**src/rtl/pulse_timing_gen.sv**
```systemverilog
// Laser-drive gate pulse generator fed by the I2C register bank.
// Timing values are shadowed at period boundaries; faults latch until cleared with the enable low.
`timescale 1ns/1ps
module pulse_timing_gen #(
   parameter int CNT_W       = 24,
   parameter int MIN_PERIOD  = 16,
   parameter int SYNC_STAGES = 2
) (
   input  logic             clk,
   input  logic             rst,
   input  logic [CNT_W-1:0] i_pulse_width,
   input  logic [CNT_W-1:0] i_period,
   input  logic [15:0]      i_static_control,
   input  logic [15:0]      i_dynamic_control,
   input  logic             i_fault_in,
   output logic             o_pulse_out,
   output logic             o_active,
   output logic [15:0]      o_pulse_count,
   output logic [7:0]       o_status
);

   typedef enum logic [1:0] {
      IDLE  = 2'd0,
      RUN   = 2'd1,
      FAULT = 2'd2
   } state_t;

   state_t                 r_state;
   logic [SYNC_STAGES-1:0] r_fault_sync;
   logic [1:0]             r_dyn_hist;
   logic [CNT_W-1:0]       r_cnt;
   logic [CNT_W-1:0]       r_pw_s;
   logic [CNT_W-1:0]       r_per_s;
   logic                   r_cont;
   logic                   r_cause_ext;
   logic                   r_cause_cfg;
   logic                   r_pulse_out;
   logic [15:0]            r_pulse_count;
   logic [7:0]             r_status;

   state_t                 w_nxt_state;
   logic [CNT_W-1:0]       w_nxt_cnt;
   logic [CNT_W-1:0]       w_nxt_pw_s;
   logic [CNT_W-1:0]       w_nxt_per_s;
   logic                   w_nxt_cont;
   logic                   w_nxt_cause_ext;
   logic                   w_nxt_cause_cfg;
   logic                   w_nxt_pulse_out;
   logic [15:0]            w_nxt_pulse_count;

   logic                   w_fsync;
   logic                   w_trig_p;
   logic                   w_clr_p;
   logic                   w_en;
   logic                   w_cfg_ok;
   logic                   w_wrap;
   logic                   w_unused;

   assign w_unused = ^{i_static_control[15:1], i_dynamic_control[15:2]};

   // Input conditioning: fault synchronizer and one-event-per-write edge detect.
   always_ff @(posedge clk or posedge rst) begin
      if (rst) begin
         r_fault_sync <= '0;
         r_dyn_hist   <= '0;
      end else begin
         // NOTE: non-blocking assignments keep every flop sampling pre-edge values.
         r_fault_sync <= {r_fault_sync[SYNC_STAGES-2:0], i_fault_in};
         r_dyn_hist   <= i_dynamic_control[1:0];
      end
   end

   assign w_fsync  = r_fault_sync[SYNC_STAGES-1];
   assign w_trig_p = i_dynamic_control[0] & ~r_dyn_hist[0];
   assign w_clr_p  = i_dynamic_control[1] & ~r_dyn_hist[1];
   assign w_en     = i_static_control[0];

   assign w_cfg_ok = (i_pulse_width != '0) &&
                     (i_pulse_width < i_period) &&
                     (i_period >= CNT_W'(MIN_PERIOD));

   assign w_wrap = (r_cnt == (r_per_s - CNT_W'(1)));

   always_comb begin
      // NOTE: every output gets a default first so no path can infer a latch.
      w_nxt_state       = r_state;
      w_nxt_cnt         = r_cnt;
      w_nxt_pw_s        = r_pw_s;
      w_nxt_per_s       = r_per_s;
      w_nxt_cont        = r_cont;
      w_nxt_cause_ext   = r_cause_ext;
      w_nxt_cause_cfg   = r_cause_cfg;
      w_nxt_pulse_count = r_pulse_count;
      w_nxt_pulse_out   = 1'b0;

      unique case (r_state)
         IDLE: begin
            if (w_fsync) begin
               w_nxt_state     = FAULT;
               w_nxt_cause_ext = 1'b1;
            end else if (w_en || w_trig_p) begin
               if (w_cfg_ok) begin
                  w_nxt_state = RUN;
                  w_nxt_pw_s  = i_pulse_width;
                  w_nxt_per_s = i_period;
                  w_nxt_cnt   = '0;
                  w_nxt_cont  = w_en;
               end else begin
                  w_nxt_state     = FAULT;
                  w_nxt_cause_cfg = 1'b1;
               end
            end
         end

         RUN: begin
            // A fault outranks the period boundary and kills the gate on the next edge.
            if (w_fsync) begin
               w_nxt_state     = FAULT;
               w_nxt_cause_ext = 1'b1;
            end else begin
               w_nxt_pulse_out = (r_cnt < r_pw_s);
               w_nxt_cnt       = r_cnt + CNT_W'(1);
               if (w_wrap) begin
                  if (r_pulse_count != 16'hFFFF) begin
                     w_nxt_pulse_count = r_pulse_count + 16'd1;
                  end
                  if (r_cont && w_en && w_cfg_ok) begin
                     w_nxt_pw_s  = i_pulse_width;
                     w_nxt_per_s = i_period;
                     w_nxt_cnt   = '0;
                  end else if (r_cont && w_en) begin
                     w_nxt_state     = FAULT;
                     w_nxt_cause_cfg = 1'b1;
                  end else begin
                     w_nxt_state = IDLE;
                  end
               end
            end
         end

         FAULT: begin
            // Exit needs the enable low so a cleared fault cannot auto-restart.
            if (w_fsync) begin
               w_nxt_cause_ext = 1'b1;
            end else if (w_clr_p && !w_en) begin
               w_nxt_state       = IDLE;
               w_nxt_cause_ext   = 1'b0;
               w_nxt_cause_cfg   = 1'b0;
               w_nxt_pulse_count = '0;
            end
         end

         default: begin
            w_nxt_state = IDLE;
         end
      endcase
   end

   always_ff @(posedge clk or posedge rst) begin
      if (rst) begin
         r_state       <= IDLE;
         r_cnt         <= '0;
         r_pw_s        <= '0;
         r_per_s       <= '0;
         r_cont        <= 1'b0;
         r_cause_ext   <= 1'b0;
         r_cause_cfg   <= 1'b0;
         r_pulse_out   <= 1'b0;
         r_pulse_count <= '0;
         r_status      <= '0;
      end else begin
         r_state       <= w_nxt_state;
         r_cnt         <= w_nxt_cnt;
         r_pw_s        <= w_nxt_pw_s;
         r_per_s       <= w_nxt_per_s;
         r_cont        <= w_nxt_cont;
         r_cause_ext   <= w_nxt_cause_ext;
         r_cause_cfg   <= w_nxt_cause_cfg;
         r_pulse_out   <= w_nxt_pulse_out;
         r_pulse_count <= w_nxt_pulse_count;
         r_status      <= {2'b00, w_en, r_cause_cfg, r_cause_ext,
                           (r_state == FAULT), r_pulse_out, (r_state == RUN)};
      end
   end

   assign o_pulse_out   = r_pulse_out;
   assign o_active      = (r_state == RUN);
   assign o_pulse_count = r_pulse_count;
   assign o_status      = r_status;

endmodule

```
**config.mk**
```make
export PLATFORM = sky130hd
export DESIGN_NAME = pulse_timing_gen
export DESIGN_NICKNAME = d
export VERILOG_FILES = /design/src/rtl/pulse_timing_gen.sv
export SDC_FILE = /design/constraint.sdc
export NUM_CORES = 1
export LEC_CHECK = 0
export ABC_AREA = 1
export CAP_MARGIN = 25
export CORE_MARGIN = 10
export CORE_UTILIZATION = 45
export DETAILED_ROUTE_END_ITERATION = 6
export PLACE_DENSITY = 0.68
export SYNTH_ARGS = -nofsm -noshare
export SYNTH_HDL_FRONTEND = slang
export SYNTH_SLANG_ARGS = --single-unit
```
**constraint.sdc**
```tcl
create_clock -name clk -period 4.3 [get_ports clk]
set_input_delay 0.86 -clock clk [delete_from_list [all_inputs] [get_ports clk]]
set_output_delay 0.86 -clock clk [all_outputs]
set_load 0.005 [all_outputs]
```
==> run_results.csv <==
group,metric,value,unit
outcome,status,"finished clean",
cells_and_area,mostFrequentLayoutCells,"386 x nand2_1, 138 x inv_1, 125 x nand3_1",
routing,drt-initial-drc-count,628,
synth,synthAdderAreaFrac,7.78,%
floorplan,ios,109,
synth,synth_compound_area_share,5.32,%
timing,grt_setup_unrepaired,"no",
synth,synth_area,7880,µm²
synth,synth-xor-area-share,5.23,%
setup_path,r2r-end,"o_pulse_count[5]",
clock_network,cts_hold_buf,0,
setup_path,regToRegStartpoint,"r_per_s[2]",
routing,num_vias,7518,
timing,hold_viol_final,0,
timing,fin_crit,3460,ps
power,p_per_area,482,nW/µm²
clock_network,numCtsBuffers,9,
grt,gr-total-overflow,0,
synth,yosys_register_bits,104,
placement,placed_area,8840,µm²
floorplan,dieHeight,152,µm
cells_and_area,area_delta_synth_final,16.1,%
placement,dp_hpwl,16.1,mm
setup_path,path_cells,"clkdlybuf4s50_1 -> inv_1 -> ha_1 -> a21oi_1 -> nor2_1 -> nor3b_1 -> nand3_1 -> a21oi_1 -> nand3_1 -> nand2_1 -> and2_2 -> nand2_2 -> buf_4 -> and2_1",
routing,routed_via_density,5.15,
power,vdd_drop_max,0.236,mV
setup_path,cpPeakStageDelay,520,ps
cells_and_area,fin_nets,1361,
clock_network,clock_sinks,104,
clock_network,clk_latency,360,ps
cells_and_area,final_common_cell,"nand2_1",
floorplan,initial_core_util,45.7,%
clock_network,h-tree-depth,3,
setup_path,cp_slowest_cell,"clkdlybuf4s50_1",
setup_path,startpoint_type,"input port",
hold_path,whs_endpoint,"r_fault_sync[1]",
routing,drtPass1Iterations,7,
clock_network,cts_tree,"done",
flow_run,cap_violations,0,
cells_and_area,stdcell_area,9140,µm²
floorplan,core_area,17200,µm²
synth,yosys_warnings,0,
floorplan,die_area,23200,µm²
setup_path,cp_data_required_time,4550,ps
clock_network,clk_path_buf_depth,2,
clock_network,clkTransAtPathRegs,70,ps
timing,worst_pin_slew,830,ps
clock_network,ctsResizeCount,0,
synth,seq_area_frac_synth,33.0,%
cells_and_area,drive_gt1_share,3.97,%
power,p_leak,0.00471,µW
grt,grt_max_degree,62,
timing,period_share,80.4,%
timing,finalSetupTns,0,ps
synth,synth_mux_area_share,0,%
setup_path,ff2ff_setup_slack,1050,ps
setup_path,reg2reg_depth,15,
setup_path,critical_path.max_fanout,49,
grt,grt_pass1_wl,35.8,mm
synth,syn-instance-count,1171,
timing,skew,10.3,ps
synth,synth_top_family_by_area,"simple AND/OR/NAND/NOR gates",
timing,slew-limit-headroom,44.7,%
timing,setup_viol,0,
placement,portBuffers,77,
setup_path,end_kind,"flip-flop",
routing,drc,0,
grt,grt_pass1_vias,7238,
hold_path,hold_path_class,"reg -> reg",
routing,ant_nets,0,
synth,synth_simple_gate_area_share,39.2,%
floorplan,die_w,152,µm
floorplan,num_rows,48,
hold_path,hold_path_depth,0,
timing,drv_slew,0,
routing,detail_route.wl_per_cell,14.4,µm
grt,track_usage,18.0,%
setup_path,cp_data_arrival_time,3710,ps
synth,syn_avg_cell_area,6.73,µm²
timing,timing.fmax,0.289,GHz
synth,ys_types,35,
hold_path,hold_path.startpoint,"r_fault_sync[0]",
setup_path,crit_type,"in -> reg",
grt,antenna_found_initial,0,
placement,gp_congestion,0.924,
clock_network,root_buffer,"clkbuf_16",
clock_network,postCtsSetupBuffers,0,
routing,routed_wl,21.0,mm
cells_and_area,diodes,0,
## power by group
part	internal, µW	leakage (µW)	total [µW]	switching [µW]
clock	467	0.000145	843	376
sequential	1260	0.00134	1550	289
combinational	748	0.00322	2010	1260
## flip-flops by register name (all words and copies together), names as in the netlist
signal / flops
r_fault_sync: 2
r_dyn_hist: 2
r_state: 2
r_per_s: 24
r_pw_s: 24
r_cnt: 24
o_pulse_count: 16
r_cause_ext: 1
r_cont: 1
o_pulse_out: 1
o_status: 6
r_cause_cfg: 1
## Yosys cell counts
master	instances	area, µm²
nand2_1	386	1450
nor2_4	2	22.5
buf_2	10	50.1
nor3_1	18	90.1
dfrtp_1	104	2600
o21bai_2	1	11.3
conb_1	1	3.75
buf_6	4	45.0
nand2_2	4	25.0
nand4_1	36	225
xnor2_1	9	78.8
nand3b_1	5	37.5
nor4_1	15	93.8
ha_1	49	613
clkinv_1	1	3.75
a21oi_1	37	185
nand3_4	1	17.5
xor2_1	38	333
o221a_2	1	11.3
or2_2	5	31.3
nor3b_1	4	30.0
nor2_2	6	37.5
nand3_1	125	626
inv_1	139	522
o21bai_1	3	22.5
clkbuf_1	25	93.8
o211ai_1	1	7.51
buf_4	3	22.5
a21boi_0	1	7.51
o21ai_0	27	135
nor2_1	101	379
and2_1	4	25.0
a2111o_1	1	11.3
o22ai_1	2	12.5
o21a_1	2	15.0
## worst max-delay path by stage
stage                 start               end  slack (ps)  depth (start not counted)
2_1_floorplan           rst  o_pulse_count[0]         710                          1
3_3_place_gp   i_period[21]          r_cnt[1]         500                         14
3_5_place_dp   i_period[21]          r_cnt[1]         450                         14
4_1_cts        i_period[21]          r_cnt[1]         830                         14
5_1_grt        i_period[21]        r_per_s[8]         550                         15
6_report       i_period[21]          r_cnt[1]         840                         14
## metal layers
layer / global-route usage [%] / routed length (µm) / up-vias
li1: - / - / 3881
met1: 25.6 / 10400 / 3457
met2: 27.2 / 9180 / 150
met3: 2.51 / 982 / 30
met4: 6.01 / 369 / 0
met5: 0 / 0 / -
## metrics by stage
step	worst slack (ps)	util (%)	std cells	total power (µW)	hold WS [ps]
after floorplan	708	-	1172	2970	331
after global routing	554	53.0	1459	4810	374
after detailed placement	453	51.3	1443	3570	337
after CTS	825	53.0	1459	4420	352
final	842	53.0	1459	4410	350
after global placement	499	51.3	1443	3530	337
## critical path, delay by kind of cell
kind | cells | cell delay (ps)
and+or+nand+nor | 8 | 1210
buffers and inverters | 3 | 870
AOI/OAI and AO/OA | 2 | 440
adders and majority gates | 1 | 280
## final cells by class
class / count / area [µm²]
clock buffers: 11 / 243
clock inverters: 5 / 56.3
fillers: 1699 / 8090
inverters: 140 / 528
multi-input cells: 886 / 4550
flip-flops and latches: 104 / 2600
well taps: 225 / 282
repair buffers: 88 / 878
## kinds of logic (layout without fill, tap and decap cells)
| family | after synthesis | count (layout) |
|---|---|---|
| simple gates | 712 | 712 |
| xor+xnor | 47 | 47 |
| other cells | 1 | 2 |
| fa+ha+maj | 49 | 49 |
| flops | 104 | 104 |
| compound gates | 76 | 76 |
| buf+inv | 182 | 244 |
Power figures use the tool's default switching activity.
==> variant 1 (same settings) <==
`CNT_W`: 24 -> 32.
--- a/src/rtl/pulse_timing_gen.sv
+++ b/src/rtl/pulse_timing_gen.sv
@@ -2,7 +2,7 @@
 // Timing values are shadowed at period boundaries; faults latch until cleared with the enable low.
 `timescale 1ns/1ps
 module pulse_timing_gen #(
-   parameter int CNT_W       = 24,
+   parameter int CNT_W       = 32,
    parameter int MIN_PERIOD  = 16,
    parameter int SYNC_STAGES = 2
 ) (
Ports: changed (resized i_period and i_pulse_width); port bits go from 109 to 125. No check against the original RTL was run, so the function may have changed too.
==> variant 1 against the unedited design <==
Clock skew down 0.0024 ns. Critical path depth up 2. Synthesized cell count up 27%. Combinational power up 27%. Cell area up 28%. Sequential cell count up 24. Fmax down 9.1%. Via count up 31%. Synthesized area up 25%. Power up 37%. Non-clock buffer count up 18. Routed wire length up 38%. Worst setup slack worse by 0.34 ns. Worst hold slack better by 0.00092 ns. Critical path type is now reg -> reg. Highest routed layer unchanged.
==> variant 1: results <==
group,metric,value,unit
outcome,run_status,"complete, no violations",
worst_setup_path,reg2reg_from,"r_per_s[0]",
placed_design,io_buffer_count,93,
worst_setup_path,rr_worst_depth,16,
clocking,cts_inserted_buffers,17,
final_layout,layout-drive-gt1-share,0.04279,
route,num_vias,9861,
sta,finalClockSkew,0.007868,ns
route,first_iter_violations,754,
worst_hold_path,worst_hold_startpoint,"r_fault_sync[0]",
global_route,use_met3,0.04563,
global_route,grt_antenna_before_repair,0,
placed_design,dpl-instance-area,11080,µm²
placed_design,detailed_place_hpwl,22670,µm
sta,whs,0.3505,ns
sta,worst_margin_pin_slew,0.8182,ns
worst_hold_path,hold-path-cell-count,0,
pwr,total_leakage_power,6.059,nW
logic_synthesis,yosys_most_used_dff,"sky130_fd_sc_hd__dfrtp_1",
logic_synthesis,post_synth_num_cell_types,39,
worst_setup_path,critPathSlowestCell,"sky130_fd_sc_hd__nor2_2",
global_route,grt_use_met2,0.3149,
logic_synthesis,leading_post_synthesis_cells_by_cell_area,"sky130_fd_sc_hd__dfrtp_1, sky130_fd_sc_hd__nand2_1, sky130_fd_sc_hd__ha_1, sky130_fd_sc_hd__inv_1, sky130_fd_sc_hd__nor2_1",
final_layout,finish.net_count,1740,
worst_setup_path,critPathMaxFanout,79,
global_route,global_route.usage.total,0.2038,
clocking,cts_htree_levels,4,
final_layout,biggestRegsByFlops,"r_cnt x32, r_per_s x32, r_pw_s x32",
placed_design,dpl_worst_slack,0.4384,ns
logic_synthesis,synth_top_cells_by_count,"sky130_fd_sc_hd__nand2_1, sky130_fd_sc_hd__inv_1, sky130_fd_sc_hd__nor2_1, sky130_fd_sc_hd__dfrtp_1, sky130_fd_sc_hd__nand4_1",
clocking,cts.clk_slew.worst_paths,0.06,ns
worst_hold_path,min_delay_worst_endpoint,"r_fault_sync[1]",
logic_synthesis,synth_seq_area_share,0.3259,
clocking,postCtsResizedCells,0,
placed_design,place.detailed.instances,1837,
pwr,swShare,0.4320,
final_layout,num_antenna_cells,0,
logic_synthesis,syn-mean-instance-area,6.584,µm²
global_route,global_route.usage.met1,0.2807,
final_layout,multiInputGateArea,5659,µm²
pwr,vdd_ir_drop_max,0.3261,mV
final_layout,nFillCells,2085,
worst_setup_path,cpPeakStageDelay,0.46,ns
clocking,worst_skew_pair.late_latency,0.42,ns
route,route.detailed.vias_per_inst,5.276,
placed_design,gp_congestion,0.9228,
global_route,grt_pass1_wl,47590,µm
worst_setup_path,cpLargestDelayFamily,"simple AND/OR/NAND/NOR gates",
worst_setup_path,worst_ep_arrival_time,4.12,ns
route,routed_wirelength,28940,µm
worst_setup_path,reg2reg_slack,0.50,ns
global_route,largest_net_degree_at_the_start_of_global_routing,95,
worst_setup_path,reg_to_reg_critical_path_endpoint,"r_per_s[30]",
route,firstDrtPassIters,6,
global_route,vias_in_the_first_global_route,9284,
==> variant 1: cell count changes in the layout (fill, tap and decap cells not counted), sizes merged, moves of 18 or more <==
cell / before / now
nor2: 109 / 192
nand2: 390 / 472
inv: 139 / 212
nand4: 36 / 106
nand3: 126 / 68
dfrtp: 104 / 128
o21ai: 27 / 45
==> variant 1: cell families (layout without fill, tap and decap cells) <==
logic type	after synthesis	in the layout	share of synthesized area
xor+xnor	42	42	0.03742
compound gates	108	108	0.06225
flops	128	128	0.3259
fa+ha+maj	65	65	0.08274
simple gates	894	894	0.3908
other cells	1	2	0.0003815
buf+inv	255	350	0.1006
==> variant 1: routing by layer <==
metal	wire length, µm	up-vias
met5	0	-
met4	483	0
met3	2201	42
met2	12770	335
met1	13490	4528
li1	-	4956
==> variant 1: final cells by class <==
cell class / count / area share
flip-flops and latches: 128 / 0.2736
inverters: 212 / 0.06818
well taps: 280 / 0.02992
multi-input cells: 1111 / 0.4834
clock inverters: 13 / 0.01603
clock buffers: 19 / 0.03783
repair buffers: 106 / 0.09105
==> variant 1: power groups by stage <==
stage / Combinational (mW) / Sequential, mW / Clock, mW
global placement: 2.48 / 1.91 / 0
global route: 2.96 / 1.96 / 1.61
CTS: 2.56 / 1.90 / 1.56
floorplan: 1.88 / 1.78 / 0
detailed placement: 2.54 / 1.92 / 0
finish: 2.56 / 1.92 / 1.54
==> variant 1: worst max path at each step <==
stage	from	to	slack [ns]
after detailed placement	i_period[7]	r_per_s[27]	0.44
after CTS	r_per_s[0]	r_per_s[9]	0.58
final	r_per_s[0]	r_per_s[30]	0.50
after global placement	i_period[5]	r_per_s[28]	0.53
after floorplan	rst	o_pulse_count[0]	0.03
after global routing	r_per_s[0]	r_per_s[15]	0.24
==> variant 2 (same settings) <==
Without the edit above. The 3 states of `state_t` get a one-hot encoding in 3 bits.
--- a/src/rtl/pulse_timing_gen.sv
+++ b/src/rtl/pulse_timing_gen.sv
@@ -19,10 +19,10 @@
    output logic [7:0]       o_status
 );
 
-   typedef enum logic [1:0] {
-      IDLE  = 2'd0,
-      RUN   = 2'd1,
-      FAULT = 2'd2
+   typedef enum logic [2:0] {
+      IDLE  = 3'b001,
+      RUN   = 3'b010,
+      FAULT = 3'b100
    } state_t;
 
    state_t                 r_state;
Check against the original RTL: same outputs for any inputs over 4 cycles, from zero or initial values and one cycle with rst high; so few cycles prove little.
==> variant 2 against the unedited design <==
Die area down 4.3%. Highest routed layer unchanged. Count of clock-buffer cells in the layout down 2. Routed wire length down 3.5%. Largest cell class unchanged. Cell area down 4.1%. Non-clock buffer count down 2. Sequential cell count up 1. Worst setup slack better by 0.055 ns. Synthesized cell count down 7.4%. Synthesized area down 5.0%. Power down 2.8%.
==> variant 2: results <==
group,metric,value,unit
logic_synthesis,post_synth_num_cell_types,38,
sta,finalClockSkew,0.01177,ns
placed_design,dpl-instance-area,8487,µm²
placed_design,gp_congestion,0.9123,
global_route,grt_antenna_before_repair,0,
pwr,vdd_ir_drop_max,0.2462,mV
route,num_vias,7033,
logic_synthesis,synth_top_cells_by_count,"sky130_fd_sc_hd__nand2_1, sky130_fd_sc_hd__inv_1, sky130_fd_sc_hd__nor2_1, sky130_fd_sc_hd__dfrtp_1, sky130_fd_sc_hd__nand3_1",
clocking,worst_skew_pair.late_latency,0.37,ns
pwr,total_leakage_power,4.299,nW
final_layout,nFillCells,1651,
clocking,cts.root.buffer_cell,"sky130_fd_sc_hd__clkbuf_16",
route,route.detailed.vias_per_inst,5.111,
sta,timing.max_slew.rel_slack,0.4908,
global_route,largest_net_degree_at_the_start_of_global_routing,62,
logic_synthesis,synth-edff-count,0,
global_route,global_route.usage.total,0.1838,
placed_design,place.detailed.instances,1360,
logic_synthesis,synth_seq_area_share,0.3512,
final_layout,biggestRegsByFlops,"r_cnt x24, r_per_s x24, r_pw_s x24",
route,firstDrtPassIters,6,
worst_setup_path,worst_ep_arrival_time,3.71,ns
global_route,vias_in_the_first_global_route,6664,
route,routed_wirelength,20240,µm
final_layout,num_antenna_cells,0,
final_layout,finish.net_count,1283,
clocking,postCtsResizedCells,0,
die,initial_core_util,0.4546,
logic_synthesis,leading_post_synthesis_cells_by_cell_area,"sky130_fd_sc_hd__dfrtp_1, sky130_fd_sc_hd__nand2_1, sky130_fd_sc_hd__ha_1, sky130_fd_sc_hd__inv_1, sky130_fd_sc_hd__nand3_1",
clocking,cts.clk_slew.worst_paths,0.07,ns
worst_setup_path,critPathMaxFanout,49,
logic_synthesis,syn-mean-instance-area,6.905,µm²
route,first_iter_violations,481,
outcome,run_status,"complete, no violations",
final_layout,layout-drive-gt1-share,0.03893,
global_route,grt_pass1_wl,33350,µm
placed_design,detailed_place_hpwl,15600,µm
## variant 2: changes by cell type after synthesis, sizes merged, moves of 5 or more
cell | before | now
a21oi | 37 | 26
nand3 | 126 | 100
xor2 | 38 | 29
clkbuf | 25 | 20
nand4 | 36 | 22
nor2 | 109 | 128
nor3 | 18 | 29
o21bai | 4 | 12
nand2 | 390 | 330
buf | 17 | 11
o21ai | 27 | 38
## variant 2: layout make-up
cell class                 instances  area share
timing repair buffer              86     0.09850
clock buffer                       9     0.02570
clock inverter                     7    0.005996
multi-input combinational        811      0.4791
sequential                       105      0.2999
tap                              220     0.03141
inverter                         138     0.05939
## variant 2: metrics by stage
| step | util | worst slack (ns) |
|---|---|---|
| 6_report | 0.5323 | 0.8970 |
| 5_1_grt | 0.5323 | 0.6452 |
| 4_1_cts | 0.5323 | 0.9353 |
| 3_5_place_dp | 0.5154 | 0.5763 |
| 3_3_place_gp | 0.5154 | 0.6019 |
| 2_1_floorplan | - | 0.6811 |
## variant 2: final timing paths
check | startpoint | to | slack, ns | depth (start not counted)
hold reg to reg | r_fault_sync[0] | r_fault_sync[1] | 0.36 | 0
setup reg to reg | r_per_s[0] | r_pw_s[6] | 0.99 | 15
hold / removal | r_fault_sync[0] | r_fault_sync[1] | 0.36 | 0
setup / recovery | i_period[5] | r_pw_s[6] | 0.90 | 15
min in group asynchronous | rst | r_cnt[16] | 0.99 | 2
max in group asynchronous | rst | r_pw_s[14] | 2.62 | 3
## variant 2: power breakdown
group	internal (mW)	switching, mW	leakage (nW)
combinational	0.737	1.17	2.81
clock	0.398	0.399	0.137
sequential	1.29	0.291	1.35
## variant 2: kinds of logic after synthesis
family          share of synthesized area
compound gates                    0.06369
xor+xnor                          0.04798
fa+ha+maj                         0.08191
buf+inv                           0.08927
flops                              0.3512
other cells                     0.0005010
simple gates                       0.3654
## variant 2: metal layers
metal,vias to the layer above,GRT usage,part of all wire
li1,3603,-,-
met1,3224,0.2450,0.48
met2,176,0.2869,0.44
met3,30,0.03155,0.051
met4,0,0.07949,0.026
met5,-,0,0
## variant 2: worst max-delay path, cell delays in order
cell                              delay, ns
sky130_fd_sc_hd__clkdlybuf4s50_1       0.52
sky130_fd_sc_hd__inv_1                 0.06
sky130_fd_sc_hd__ha_1                  0.29
sky130_fd_sc_hd__a21oi_1               0.13
sky130_fd_sc_hd__nor2_1                0.05
sky130_fd_sc_hd__a211oi_1              0.17
sky130_fd_sc_hd__nand2_1               0.11
sky130_fd_sc_hd__nand2_1               0.07
sky130_fd_sc_hd__nand2_1               0.04
sky130_fd_sc_hd__nand2_1               0.20
sky130_fd_sc_hd__nand3_1               0.19
sky130_fd_sc_hd__o21ai_4               0.21
sky130_fd_sc_hd__buf_4                 0.47
sky130_fd_sc_hd__nand3_1               0.18
sky130_fd_sc_hd__nand2_1               0.11
